[src/rtl/cond_eval_unit.sv]
`default_nettype none
// ============================================================================
// cond_eval_unit : NZCV status register, per-lane ARM condition evaluation,
//                  and predicated-run (IT-style) condition override sequencer.
// Revision       : 1.0
// ============================================================================
module cond_eval_unit #(
  parameter int LANES     = 2,
  parameter int IT_MAX    = 4,
  parameter bit SR_BYPASS = 1'b1
) (
  input  logic                        clk,
  input  logic                        rst_n,
  input  logic                        stall,
  input  logic                        sr_wr_en,
  input  logic [3:0]                  sr_wr_data,
  input  logic [3:0]                  sr_wr_mask,
  input  logic [LANES-1:0]            lane_valid,
  input  logic [4*LANES-1:0]          lane_cond,
  input  logic                        it_start,
  input  logic [3:0]                  it_cond,
  input  logic [$clog2(IT_MAX+1)-1:0] it_len,
  input  logic [IT_MAX-1:0]           it_mask,
  output logic [LANES-1:0]            check_valid,
  output logic [LANES-1:0]            check,
  output logic [3:0]                  sr_q,
  output logic                        it_active,
  output logic [$clog2(IT_MAX+1)-1:0] it_remaining
);

  localparam int            LW        = $clog2(IT_MAX + 1);
  localparam logic [LW-1:0] C_IT_MAX  = LW'(IT_MAX);
  localparam logic [0:0]    ST_IDLE   = 1'b0;
  localparam logic [0:0]    ST_ACTIVE = 1'b1;

  logic [3:0]             r_sr;
  logic [LANES-1:0]       r_check_valid;
  logic [LANES-1:0]       r_check;
  logic [0:0]             r_state;
  logic [LW-1:0]          r_it_rem;
  logic [LW-1:0]          r_it_len;
  logic [3:0]             r_it_cond;
  logic [IT_MAX-1:0]      r_it_mask;

  logic [3:0]             w_sr_merge;
  logic [3:0]             w_flags;
  logic [LANES-1:0][3:0]  w_eff_cond;
  logic [LANES-1:0]       w_pass;
  logic [LW-1:0]          w_consumed;
  logic [LW-1:0]          w_len_clamp;
  logic [LW-1:0]          w_rem_nxt;
  logic                   w_run_load;
  logic [0:0]             w_state_nxt;

  function automatic logic f_eval(input logic [3:0] cc, input logic [3:0] f);
    logic n, z, c, v;
    n = f[3];
    z = f[2];
    c = f[1];
    v = f[0];
    case (cc)
      4'd0:    f_eval = z;
      4'd1:    f_eval = !z;
      4'd2:    f_eval = c;
      4'd3:    f_eval = !c;
      4'd4:    f_eval = n;
      4'd5:    f_eval = !n;
      4'd6:    f_eval = v;
      4'd7:    f_eval = !v;
      4'd8:    f_eval = c & !z;
      4'd9:    f_eval = !c | z;
      4'd10:   f_eval = (n == v);
      4'd11:   f_eval = (n != v);
      4'd12:   f_eval = !z & (n == v);
      4'd13:   f_eval = z | (n != v);
      4'd14:   f_eval = 1'b1;
      default: f_eval = 1'b0;
    endcase
  endfunction

  assign w_sr_merge = (r_sr & ~sr_wr_mask) | (sr_wr_data & sr_wr_mask);

  generate
    if (SR_BYPASS) begin : g_flags_bypass
      assign w_flags = sr_wr_en ? w_sr_merge : r_sr;
    end else begin : g_flags_reg
      assign w_flags = r_sr;
    end
  endgenerate

  // Valid lanes claim run slots in ascending lane order until the run is used up.
  always_comb begin
    int                j;
    int                s;
    logic [IT_MAX-1:0] sh;
    j  = 0;
    s  = 0;
    sh = '0;
    w_eff_cond = '0;
    w_pass     = '0;
    for (int i = 0; i < LANES; i++) begin
      w_eff_cond[i] = lane_cond[4*i +: 4];
      if (lane_valid[i] && (j < int'(r_it_rem))) begin
        s  = int'(r_it_len) - int'(r_it_rem) + j;
        sh = r_it_mask >> s;
        w_eff_cond[i] = sh[0] ? r_it_cond : (r_it_cond ^ 4'b0001);
        j  = j + 1;
      end
      w_pass[i] = lane_valid[i] & f_eval(w_eff_cond[i], w_flags);
    end
    w_consumed = LW'(j);
  end

  always_comb begin
    w_run_load  = it_start && (it_len != '0);
    w_len_clamp = (it_len > C_IT_MAX) ? C_IT_MAX : it_len;
    // A new run discards whatever the old run consumed this cycle.
    w_rem_nxt   = w_run_load ? w_len_clamp : (r_it_rem - w_consumed);
    w_state_nxt = (w_rem_nxt != '0) ? ST_ACTIVE : ST_IDLE;
  end

  always_ff @(posedge clk or negedge rst_n) begin
    if (!rst_n) begin
      r_sr          <= '0;
      r_check_valid <= '0;
      r_check       <= '0;
      r_state       <= ST_IDLE;
      r_it_rem      <= '0;
      r_it_len      <= '0;
      r_it_cond     <= '0;
      r_it_mask     <= '0;
    end else if (!stall) begin
      r_state       <= w_state_nxt;
      r_it_rem      <= w_rem_nxt;
      r_check_valid <= lane_valid;
      r_check       <= w_pass;
      if (sr_wr_en) begin
        r_sr <= w_sr_merge;
      end
      if (w_run_load) begin
        r_it_len  <= w_len_clamp;
        r_it_cond <= it_cond;
        r_it_mask <= it_mask;
      end
    end
  end

  always_comb begin
    it_active    = (r_state == ST_ACTIVE);
    it_remaining = r_it_rem;
    sr_q         = r_sr;
    check_valid  = r_check_valid;
    check        = r_check;
  end

endmodule
`default_nettype wire
[config.mk]
export PLATFORM = sky130hd
export DESIGN_NAME = cond_eval_unit
export DESIGN_NICKNAME = d
export VERILOG_FILES = /design/src/rtl/cond_eval_unit.sv
export SDC_FILE = /design/constraint.sdc
export NUM_CORES = 1
export LEC_CHECK = 0
export CAP_MARGIN = 25
export CORE_UTILIZATION = 45
export CTS_CLUSTER_SIZE = 8
export DETAILED_ROUTE_END_ITERATION = 10
export PLACE_DENSITY = 0.73
export SLEW_MARGIN = 20
export SYNTH_ARGS = -nofsm -noshare
export SYNTH_HDL_FRONTEND = slang
export SYNTH_SLANG_ARGS = --single-unit
[constraint.sdc]
create_clock -name clk -period 3.65 [get_ports clk]
set_input_delay 0.365 -clock clk [delete_from_list [all_inputs] [get_ports clk]]
set_output_delay 0.365 -clock clk [all_outputs]
set_load 0.02 [all_outputs]
-- Word-level counts from Yosys, hierarchy flattened
Cells that the tools add are included.
- add/subtract/negate cells: 4
- equality and inequality tests: 30
- shifts and indexed selects: 2
- reduce and logical (&&, ||, !) cells: 12
- bitwise logic cells: 12
- multiplexer cells: 12
- $lt $le $gt $ge: 3
- operator list (operator ; count):
    $shr A4 B32 Y1 ; 2
    $eq A4 B4 Y1 const B ; 14
    $eq A4 B3 Y1 const B ; 8
    $lt A32 B4 Y1 ; 1
    $pmux W1 S15 ; 2
    $eq A4 B2 Y1 const B ; 4
    $mux W4 ; 3
    $mux W3 ; 3
    $and A4 B4 Y4 ; 2
    $eq A4 B1 Y1 const B ; 2
    $logic_not A4 Y1 ; 2
    $reduce_bool A3 Y1 ; 2
    $add A4 B2 Y5 ; 1
    $and A1 B1 Y1 ; 4
    $logic_not A1 Y1 ; 4
    $mux W1 ; 4
    $not A4 Y4 ; 1
    $or A4 B4 Y4 ; 1
    $sub A3 B3 Y4 ; 1
    $gt A3 B3 Y1 const B ; 1
    $logic_and A1 B1 Y1 ; 3
    $lt A1 B3 Y1 const A ; 1
    $sub A3 B3 Y3 ; 1
    $add A1 B1 Y2 const B ; 1
    5 further kinds ; 7
- output and inout port bits: 12
- bits in registers: 23
- bits of input ports: 34
- word-level logic and storage cells: 83

-- Depth between registers and ports, before layout
- depth in word-level cells: 10
- depth in mapped cells: 13
- mapped depth without buffers: 13

-- Worst setup path after synthesis
Ideal clock, no wire load.
- kind: register to register
- start: reg r_it_rem[1], in the netlist it_remaining[1]
- end: reg r_check[1], in the netlist check[1]
- library setup time: 104 ps
- arrival: 3009 ps
- data required time: 3546 ps
- stages on the path, launching flop included: 11
- buffers on the path: 0
- clock period less this slack: 3113 ps
- slack: 537 ps
- path through: dfrtp_1 -> inv_1 -> fa_1 -> ha_1 -> nor2b_1 -> or4b_2 -> mux2i_1 -> o221ai_2 -> xnor2_1 -> o21ai_2 -> o311ai_1
- longest elaborated chain between the ends: 10
- elaborated cells on any way between the ends: 27
- those cells by class: add/sub (2); order compare (2); eq/ne (14); shift (1); mux (4); bitwise (1); reduce/logical (3)
- ends and longest elaborated chain (what ; RTL line ; RTL):
    from (decl) ; 40 ; logic [LW-1:0] r_it_rem;
    from (signal assigned) ; 134 ; r_it_rem <= w_rem_nxt;
    $lt A1 B3 Y1 ; 103 ; if (lane_valid[i] && (j < int'(r_it_rem))) begin
    $logic_and A1 B1 Y1 ; 103 ;
    $mux W1 ; 103 ;
    $add A4 B2 Y5 ; 104 ; s = int'(r_it_len) - int'(r_it_rem) + j;
    $shr A4 B32 Y1 ; 105 ; sh = r_it_mask >> s;
    $mux W1 ; 106 ; w_eff_cond[i] = sh[0] ? r_it_cond : (r_it_cond ^ 4'b0001);
    $mux W4 (*) ; 103 ;
    $eq A4 B4 Y1, or another cell as far along ; 61 ; case (cc)
    $pmux W1 S15 (*) ; 61 ;
    $and A1 B1 Y1 (*) ; 109 ; w_pass[i] = lane_valid[i] & f_eval(w_eff_cond[i], w_flags);
    to (signal assigned) ; 136 ; r_check <= w_pass;
    to (decl) ; 38 ; logic [LANES-1:0] r_check;
Mark *: on every way between the ends. The rest lies on a longest branch, timed or not.
A chain may end at the register's enable or synchronous reset.

-- Final worst setup path
Same ends and word-level chain as after synthesis.

==> key figures <==
Synthesis
  • Sequential cell area fraction in the yosys report: 33.0%
  • Count of cell types in the netlist: 47
  • Top cells by area, synth: sky130_fd_sc_hd__dfrtp_1 33%, sky130_fd_sc_hd__mux2i_1 9.2%, sky130_fd_sc_hd__mux2_2 6.4%, sky130_fd_sc_hd__ha_1 4.3%, sky130_fd_sc_hd__nand2_1 3.9%
  • Fraction of post-synthesis cell area in the top cell type by area: 33.0%
  • Number of cells produced by synthesis: 175
  • Top cell types by occurrence after synthesis: 23 x sky130_fd_sc_hd__dfrtp_1, 18 x sky130_fd_sc_hd__nand2_1, 16 x sky130_fd_sc_hd__mux2i_1, 13 x sky130_fd_sc_hd__inv_1, 10 x sky130_fd_sc_hd__mux2_2
  • Syn avg cell area: 9.98 um2
  • Commonest register cell after synthesis: sky130_fd_sc_hd__dfrtp_1
  • Cell Area, Synth: 1750 um2
  • Synthesis-stage register bit count: 23
  • Top cell type by total area after synthesis: sky130_fd_sc_hd__dfrtp_1
  • Fraction of synthesis flops using an asynchronous set or reset pin: 100%
  • Mapped Nets: 217
  • Count of warnings emitted by yosys: 0
  • Count leader, synth: sky130_fd_sc_hd__dfrtp_1
  • Number of enable flip-flop cells after synthesis: 0

Clocking
  • Clock insertion delay at the later pin of the skew report: 260 ps
  • CTS-repair resized insts: 0
  • Clock tree buffer depth: 2
  • Clock H-tree levels: 1
  • Number of sinks handled by clock tree synthesis: 23
  • TritonCTS Buffers: 3
  • Clock tree from TritonCTS: yes
  • Setup bufs post-CTS: 0
  • Count of hold buffers inserted by post-cts repair: 0
  • Root buffer selected by CTS: sky130_fd_sc_hd__clkbuf_8
  • Clock input transition at the sequential cells of the worst setup and hold paths: 80 ps

Global route
  • First-pass GRT wire length: 6.91 mm
  • Overflow left after global routing: 0
  • Antenna violations before repair: 0
  • Tot GR Track Use: 21.7%
  • Number of global-route vias before repair: 1608
  • Maximum number of pins on one net before global-route repair: 19

Final layout
  • Post-route cell area: 2330 um2
  • Layout cells sized above 1: 12.1%
  • Area growth from synthesis to final layout: 33.2%
  • Number of filler cells placed in the layout: 304
  • Area used by sequential logic in the layout: 576 um2
  • Antenna fix cells: 0
  • Number of cells in the finished layout apart from fillers: 272
  • Area taken by multi-input logic gates: 1100 um2
  • Share of the core filled with cells: 63.1%
  • Final layout net count: 267

STA
  • Worst Hold Margin: 418 ps
  • Clock Skew: 3.01 ps
  • Slew margin rel.: 55.1%
  • Worst setup slack after layout: 341 ps
  • Total Neg Setup Slack: 0 ps
  • Number of setup violations in the final report: 0
  • Worst Tran Pin Value: 672 ps
  • Setup repair after global routing missed its margin: no
  • Minimum clock period after layout: 3310 ps
  • Number of hold violations in the final report: 0
  • Fin crit share: 90.7%
  • Max Transition Viols Final: 0
  • Highest achievable clock rate: 302 MHz

Route
  • DR vias: 1523
  • First drt pass iteration count: 4
  • Detailed-route vias per instance: 5.60
  • Number of DRC markers after the initial detailed-route iteration: 71
  • Final routed DRC violation total: 0
  • Final ANT Viol Nets: 0
  • Final routed wirelength across all metal layers: 4.04 mm
  • Per-cell routed wire length: 14.9 um

Setup path
  • Ordered list of cells on the worst path: inv_1, fa_1, ha_1, nor2b_1, or4b_2, mux2i_1, o221ai_2, xnor2_1, o21ai_2, o311ai_1
  • Critical path fanouts, max: 5
  • Critical Path Slowest Stage Cell: sky130_fd_sc_hd__fa_1
  • Endpoint of the worst register-to-register path: check[1]
  • R2R Setup Slk: 340 ps
  • R2R Path Start: it_remaining[1]
  • Capturing element type of the critical path: flop
  • Data arrival, critical path: 3470 ps
  • Critical Setup Path Class: reg2reg
  • Required @ worst endpoint: 3820 ps
  • Family of cells with the greatest summed delay on the critical path: adder cells
  • Startpoint type of the worst setup path: flop
  • Combined buffer and inverter count along the critical path: 1
  • Max stage delay on crit path: 630 ps
  • Depth of the worst register-to-register path: 10

Floorplanning
  • Top-level I/O count: 46
  • Floorplan die area: 4130 um2
  • Die span in x: 64.3 um
  • Height of the die: 64.3 um
  • Initial standard-cell utilization of the core: 47.4%
  • Placeable core area: 3690 um2
  • Std-Cell Rows: 22

Power
  • Power share of the sequential group: 31.1%
  • Net Sw Frac: 40.3%
  • Clock share of power: 13.3%
  • Final total power: 1.19 mW
  • LEAKAGE: 1.01 nW
  • Areal power density over the cells: 509 nW/um2
  • Net switching power figure: 0.477 mW
  • Part of the power in combinational logic: 55.6%
  • P_int: 0.708 mW
  • Highest ir drop seen on vdd: 257 uV

Placement
  • Global placer's final weighted congestion: 0.863
  • Port buffer count: 45
  • Number of cells in the design after placement: 268
  • Detailed placer's ending HPWL: 3.30 mm
  • Pre-CTS WS: 394 ps
  • Placed Area: 2280 um2

Flow run
  • Max-cap check violation count: 0

Status
  • Result of the run: complete, no violations

Min path
  • Class of the worst hold path: in2async
==> layer usage <==
layer,vias to the layer above,part of all wire [%],routed length (um),track usage [%]
met5,-,0,0,0
met4,0,1.8,72,9.72
met3,10,3.9,159,3.75
met2,42,50,2020,37.2
met1,734,44,1790,26.4
li1,737,-,-,-
==> area by class of cell <==
cell class / count / area share [%]
Multi-Input combinational cell: 135 / 47.3
Sequential cell: 23 / 24.7
Timing Repair Buffer: 48 / 21.2
Tap cell: 48 / 2.58
Inverter: 14 / 2.26
Clock buffer: 4 / 1.94
==> flip-flops by register name, summed over array words and instances (netlist names) <==
name	flops
r_it_cond	4
sr_q	4
r_it_len	3
it_remaining	3
check	2
it_active	1
r_it_mask	4
check_valid	2
==> layout by cell type (no fill, tap or decap), types with 3 or more instances in the layout <==
cell / instances
sky130_fd_sc_hd__o21ai_0: 6
sky130_fd_sc_hd__clkdlybuf4s50_1: 45
sky130_fd_sc_hd__nand3b_1: 3
sky130_fd_sc_hd__nor2_1: 7
sky130_fd_sc_hd__nand2b_1: 3
sky130_fd_sc_hd__inv_1: 13
sky130_fd_sc_hd__nand2_1: 18
sky130_fd_sc_hd__mux2i_1: 16
sky130_fd_sc_hd__xnor2_1: 4
sky130_fd_sc_hd__xor2_1: 3
sky130_fd_sc_hd__nor2b_1: 4
sky130_fd_sc_hd__mux2_2: 10
sky130_fd_sc_hd__ha_1: 6
sky130_fd_sc_hd__nand3_1: 4
sky130_fd_sc_hd__dfrtp_1: 23
sky130_fd_sc_hd__nor3_1: 4
sky130_fd_sc_hd__a21oi_1: 8
sky130_fd_sc_hd__nor3b_1: 4
sky130_fd_sc_hd__clkbuf_8: 3
==> worst max-delay path by stage <==
stage / endpoint / cells past startpoint / slack [ps] / from
after floorplan: check[1] / 10 / 540 / it_remaining[1]
after global placement: check[1] / 10 / 450 / it_remaining[1]
after detailed placement: check[1] / 10 / 390 / it_remaining[1]
after CTS: check[1] / 10 / 380 / it_remaining[1]
after global routing: check[1] / 10 / 160 / it_remaining[1]
final: check[1] / 10 / 340 / it_remaining[1]
==> power groups by stage <==
stage / sequential (mW) / combinational [mW] / clock, mW
6_report: 0.369 / 0.658 / 0.158
5_1_grt: 0.379 / 0.717 / 0.173
3_5_place_dp: 0.375 / 0.656 / 0
3_3_place_gp: 0.372 / 0.623 / 0
2_1_floorplan: 0.407 / 0.398 / 0
4_1_cts: 0.369 / 0.660 / 0.160
==> cell families (layout without fill, tap and decap cells) <==
group | Yosys count | in the layout | share of synthesized area (%)
adder cells (fa/ha/maj) | 8 | 8 | 6.59
AO/OA/AOI/OAI | 38 | 38 | 17.6
multiplexers | 29 | 29 | 19.5
XOR/XNOR | 7 | 7 | 3.51
buffers and inverters | 17 | 66 | 4.08
AND/OR/NAND/NOR | 53 | 53 | 15.8
flip-flops | 23 | 23 | 33.0
Power figures use the tool's default switching activity.
